`src/rtl/spi_slave_stream.sv`:
```
// spi_slave_stream: SPI slave with input synchronisers, all four modes, any word width,
// either bit order, back-to-back words per CS frame and truncated-frame detection.
module spi_slave_stream #(
    parameter int WIDTH     = 16,
    parameter int CPOL      = 0,
    parameter int CPHA      = 0,
    parameter int MSB_FIRST = 1,
    parameter int SYNC_STG  = 2
) (
    input  logic             clk,
    input  logic             resetn,
    input  logic             spi_cs_n,
    input  logic             spi_sck,
    input  logic             spi_mosi,
    output logic             spi_miso,
    output logic             spi_miso_oe,
    input  logic [WIDTH-1:0] tx_data,
    output logic             tx_load,
    output logic [WIDTH-1:0] rx_data,
    output logic             rx_valid,
    output logic             frame_err,
    output logic             busy
);
    localparam int   CW       = $clog2(WIDTH + 1);
    localparam logic IDLE_SCK = CPOL != 0;
    typedef enum logic {IDLE, ACTIVE} state_t;
    state_t              state;
    logic [SYNC_STG-1:0] cs_q, sck_q, mosi_q;
    logic                cs_d, sck_d;
    logic [CW-1:0]       cnt;
    logic [WIDTH-1:0]    rx_sh, tx_sh, rx_next;
    logic                cs_s, sck_s, mosi_s, cs_fall, cs_rise, lead, trail, sample_e, shift_e, done;
    assign cs_s     = cs_q[SYNC_STG-1];
    assign sck_s    = sck_q[SYNC_STG-1];
    assign mosi_s   = mosi_q[SYNC_STG-1];
    assign cs_fall  = cs_d && !cs_s;
    assign cs_rise  = !cs_d && cs_s;
    assign lead     = sck_d == IDLE_SCK && sck_s != IDLE_SCK;
    assign trail    = sck_d != IDLE_SCK && sck_s == IDLE_SCK;
    assign sample_e = CPHA != 0 ? trail : lead;
    assign shift_e  = CPHA != 0 ? lead : trail;
    assign done     = sample_e && cnt == CW'(WIDTH - 1);
    assign rx_next  = MSB_FIRST != 0 ? {rx_sh[WIDTH-2:0], mosi_s} : {mosi_s, rx_sh[WIDTH-1:1]};
    assign busy        = state == ACTIVE;
    assign spi_miso_oe = busy;
    assign spi_miso    = busy && (MSB_FIRST != 0 ? tx_sh[WIDTH-1] : tx_sh[0]);
    // A shift edge seen with cnt==0 follows a (re)load, so the fresh word's first bit is held.
    always_ff @(posedge clk or negedge resetn) begin
        if (!resetn) begin
            cs_q      <= '1;
            sck_q     <= {SYNC_STG{IDLE_SCK}};
            mosi_q    <= '0;
            cs_d      <= 1'b1;
            sck_d     <= IDLE_SCK;
            state     <= IDLE;
            cnt       <= '0;
            rx_sh     <= '0;
            tx_sh     <= '0;
            rx_data   <= '0;
            tx_load   <= 1'b0;
            rx_valid  <= 1'b0;
            frame_err <= 1'b0;
        end else begin
            cs_q      <= {cs_q[SYNC_STG-2:0], spi_cs_n};
            sck_q     <= {sck_q[SYNC_STG-2:0], spi_sck};
            mosi_q    <= {mosi_q[SYNC_STG-2:0], spi_mosi};
            cs_d      <= cs_s;
            sck_d     <= sck_s;
            tx_load   <= 1'b0;
            rx_valid  <= 1'b0;
            frame_err <= 1'b0;
            if (state == IDLE) begin
                if (cs_fall) begin
                    state   <= ACTIVE;
                    tx_sh   <= tx_data;
                    tx_load <= 1'b1;
                    cnt     <= '0;
                end
            end else if (cs_rise) begin
                state <= IDLE;
                cnt   <= '0;
                if (done) begin
                    rx_data  <= rx_next;
                    rx_valid <= 1'b1;
                end else begin
                    frame_err <= cnt != '0;
                end
            end else if (sample_e) begin
                rx_sh <= rx_next;
                if (done) begin
                    rx_data  <= rx_next;
                    rx_valid <= 1'b1;
                    cnt      <= '0;
                    tx_sh    <= tx_data;
                    tx_load  <= 1'b1;
                end else begin
                    cnt <= cnt + 1'b1;
                end
            end else if (shift_e && cnt != '0) begin
                tx_sh <= MSB_FIRST != 0 ? tx_sh << 1 : tx_sh >> 1;
            end
        end
    end
endmodule

```
`config.mk`:
```
export PLATFORM = sky130hd
export DESIGN_NAME = spi_slave_stream
export DESIGN_NICKNAME = d
export VERILOG_FILES = /design/src/rtl/spi_slave_stream.sv
export SDC_FILE = /design/constraint.sdc
export NUM_CORES = 1
export LEC_CHECK = 0
export BUFFER_PORTS_ARGS = -buffer_cell sky130_fd_sc_hd__buf_2
export CORE_MARGIN = 3
export CORE_UTILIZATION = 39
export CTS_CLUSTER_SIZE = 28
export DETAILED_ROUTE_END_ITERATION = 12
export PLACE_DENSITY = 0.61
export SYNTH_ARGS = -nofsm -noshare
export SYNTH_HDL_FRONTEND = slang
export SYNTH_SLANG_ARGS = --single-unit
```
`constraint.sdc`:
```
create_clock -name clk -period 4 [get_ports clk]
set_input_delay 0.6 -clock clk [delete_from_list [all_inputs] [get_ports clk]]
set_output_delay 0.6 -clock clk [all_outputs]
set_load 0.05 [all_outputs]
```
==> qor.yml <==
layout:
  stdcell_count: 303
  stdcell_area_um2: 3110
  nets: 246
  syn_to_final_growth_pct: 16.1
  antenna_cells: 0
  drive_gt1_share_pct: 49.1
grt:
  grt_max_degree: 48
  track_usage_pct: 12.3
  grt_pass1_vias: 1484
  antenna_found_initial: 0
  gr-total-overflow: 0
  grt_pass1_wl_um: 7160
routing:
  drtIter0Drc: 55
  antenna_left: 0
  viasPerCell: 4.92
  vias: 1491
  drc: 0
  wl_per_cell_um: 14.5
  drt_wl_total_um: 4390
  drt_first_pass_iters: 4
critical_path:
  cp-end-kind: "register"
  cp-start-kind: "register"
  slowest_delay_ns: 0.81
  crit_chain: "ha_1 -> nand3_1 -> nor3_4 -> o31a_1 -> mux2_2"
  cp_num_cells: 5
  cp.required_ns: 4.21
  critPathTopFamily: "compound AO/OA/AOI/OAI gates"
  critical_path_class: "reg -> reg"
  cp.arrival_ns: 2.56
  crit_slowest_cell: "o31a_1"
  cp.buffers_inverters: 0
  reg2reg_depth: 5
  crit_fanout: 16
placed_design:
  pre_cts_ws_ns: 1.63
  dp_cells: 289
  gp_congestion: 0.795
  postPlaceCellArea_um2: 2940
  portBuffers: 42
  hpwlAfterDp_um: 2900
clocking:
  cts.path.max_buffers: 2
  clock_tree.root_cell: "clkbuf_8"
  cts_sinks: 64
  cts_tree: "done"
  cts_setup_buffers: 0
  clk_latency_ns: 0.33
  cts.repair.resized: 0
  clkTransAtPathRegs_ns: 0.06
  numCtsBuffers: 9
  cts-hold-fix-buffers: 0
  cts_htree_levels: 3
sta:
  hold_ws_ns: 0.198
  slew_violations: 0
  finalSetupTns_ns: 0
  fin_crit_sh_pct: 58.8
  worstMarginPinSlew_ns: 0.955
  setup_viol: 0
  rsz0062_at_grt: "no"
  finClkSkew_ns: 0.00320
  layout_min_cycle_time_ns: 2.35
  hold_viol: 0
  fin_ws_ns: 1.65
  max_freq_mhz: 425
  relSlewSlack_pct: 36.4
power_and_ir_drop:
  p_per_area_nw_per_um2: 502
  max-vdd-ir-drop_v: 0.000226
  p_leak_nw: 1.57
yosys:
  ys_warn_count: 0
  synth_flop_cell: "dfrtp_1"
  synth_seq_cells: 64
  syn-num-nets: 199
  syn_area_um2: 2680
  synth_edf_count: 0
  synth_area_per_cell_um2: 15.2
  ys_seq_area_share_pct: 59.8
  synth_cell_types: 35
  async_reset_ff_share_pct: 100
  syn_inst: 176
status:
  status: "finished clean"
die:
  fp-row-count: 29
  fp.dieH_um: 88.9
  die_w_um: 88.9
  die_area_um2: 7910
  ios: 43
  initial_core_util_pct: 41.3
  core-area_um2: 6490
run:
  maxCapViolations: 0
hold_path:
  min_path_type: "in -> async"
-- layout make-up --
class | instances | area (um2)
multi-input combinational | 98 | 996
inverter | 7 | 26.3
sequential | 64 | 1610
timing repair buffer | 43 | 218
fill | 574 | 3380
clock buffer | 14 | 173
tap | 77 | 96.3
-- report_power, final --
| group | switching [W] | internal, W | total, W |
|---|---|---|---|
| logic | 0.000101 | 0.000153 | 0.000254 |
| registers | 0.0000619 | 0.000756 | 0.000817 |
| clock network | 0.000223 | 0.000270 | 0.000493 |
-- sequential cells by signal, indices dropped and copies added, names as in the netlist --
| signal | cells |
|---|---|
| tx_load | 1 |
| frame_err | 1 |
| sck_q | 2 |
| mosi_q | 2 |
| rx_data | 16 |
| tx_sh | 16 |
| sck_d | 1 |
| cs_q | 2 |
| busy | 1 |
| cnt | 5 |
| cs_d | 1 |
| rx_valid | 1 |
| rx_sh | 15 |
-- cell usage after synthesis, types with 2 or more instances --
library cell	number	share of area (%)
dfrtp_1	61	57
mux2_2	39	16
mux2_1	13	5.5
mux2_4	9	5.0
inv_1	7	0.98
nand3_1	5	0.93
nand2_1	4	0.56
dfstp_2	3	2.9
and2_1	2	0.47
buf_2	2	0.37
buf_4	2	0.56
ha_1	2	0.93
mux2i_1	2	0.75
nand2_2	2	0.47
nand2b_1	2	0.47
nor3b_1	2	0.56
-- cells in the final DEF (no fill, tap or decap) --
cell       count
nor4b_2        1
o221ai_1       1
nand2_2        2
o31a_1         1
a21o_1         1
nand3_1        5
nor2b_1        1
or2_2          1
buf_4          1
mux2_4         9
clkbuf_1       2
a21boi_0       1
a22o_1         1
nor3b_1        2
dfrtp_1       61
nand2_1        4
mux2_1        13
nand2b_1       2
o211ai_1       1
or3_1          1
inv_1          7
maj3_1         1
o21a_1         1
o2111ai_1      1
dfstp_2        3
and2_1         2
clkbuf_8      12
nor3_4         1
mux2_2        39
o22ai_1        1
ha_1           2
mux2i_1        2
buf_2         42
nor4_1         1
-- logic make-up (layout without fill, tap and decap cells) --
kind of cell / after synthesis / in the layout / share of synthesized area [%]
adders and majority gates: 3 / 3 / 1.31
and+or+nand+nor: 23 / 23 / 5.55
AOI/OAI and AO/OA: 9 / 9 / 2.66
muxes: 63 / 63 / 27.6
buffers and inverters: 14 / 64 / 3.03
DFF: 64 / 64 / 59.8
-- layer usage --
layer | GRT usage, % | vias up | part of all wire [%]
met5 | 0 | - | 0
met2 | 17.5 | 30 | 44
met4 | 7.31 | 0 | 2.3
li1 | - | 717 | -
met3 | 4.42 | 10 | 4.7
met1 | 16.3 | 734 | 49
-- worst paths after layout --
path / startpoint / endpoint / slack (ns)
worst max register to register: cnt[0] / tx_sh[4] / 1.65
worst max-delay path: cnt[0] / tx_sh[4] / 1.65
worst min register to register: cs_q[0] / cs_q[1] / 0.36
worst min-delay path: resetn / rx_valid / 0.20
min in group clk: cs_q[0] / cs_q[1] / 0.36
max in group asynchronous: resetn / tx_sh[11] / 2.89
-- per-stage QoR --
stage / total power (W) / utilization, %
after floorplan: 0.00102 / -
after global placement: 0.00108 / 45.3
after detailed placement: 0.00109 / 45.3
after CTS: 0.00159 / 47.9
after global routing: 0.00165 / 47.9
final: 0.00156 / 47.9
-- worst reg2reg max path, cell delays in order (launching register included) --
cell and delay (ns):
dfrtp_1 0.37, ha_1 0.19, nand3_1 0.17, nor3_4 0.29, o31a_1 0.81, mux2_2 0.42
No activity file was read; power rests on OpenSTA's default activity.
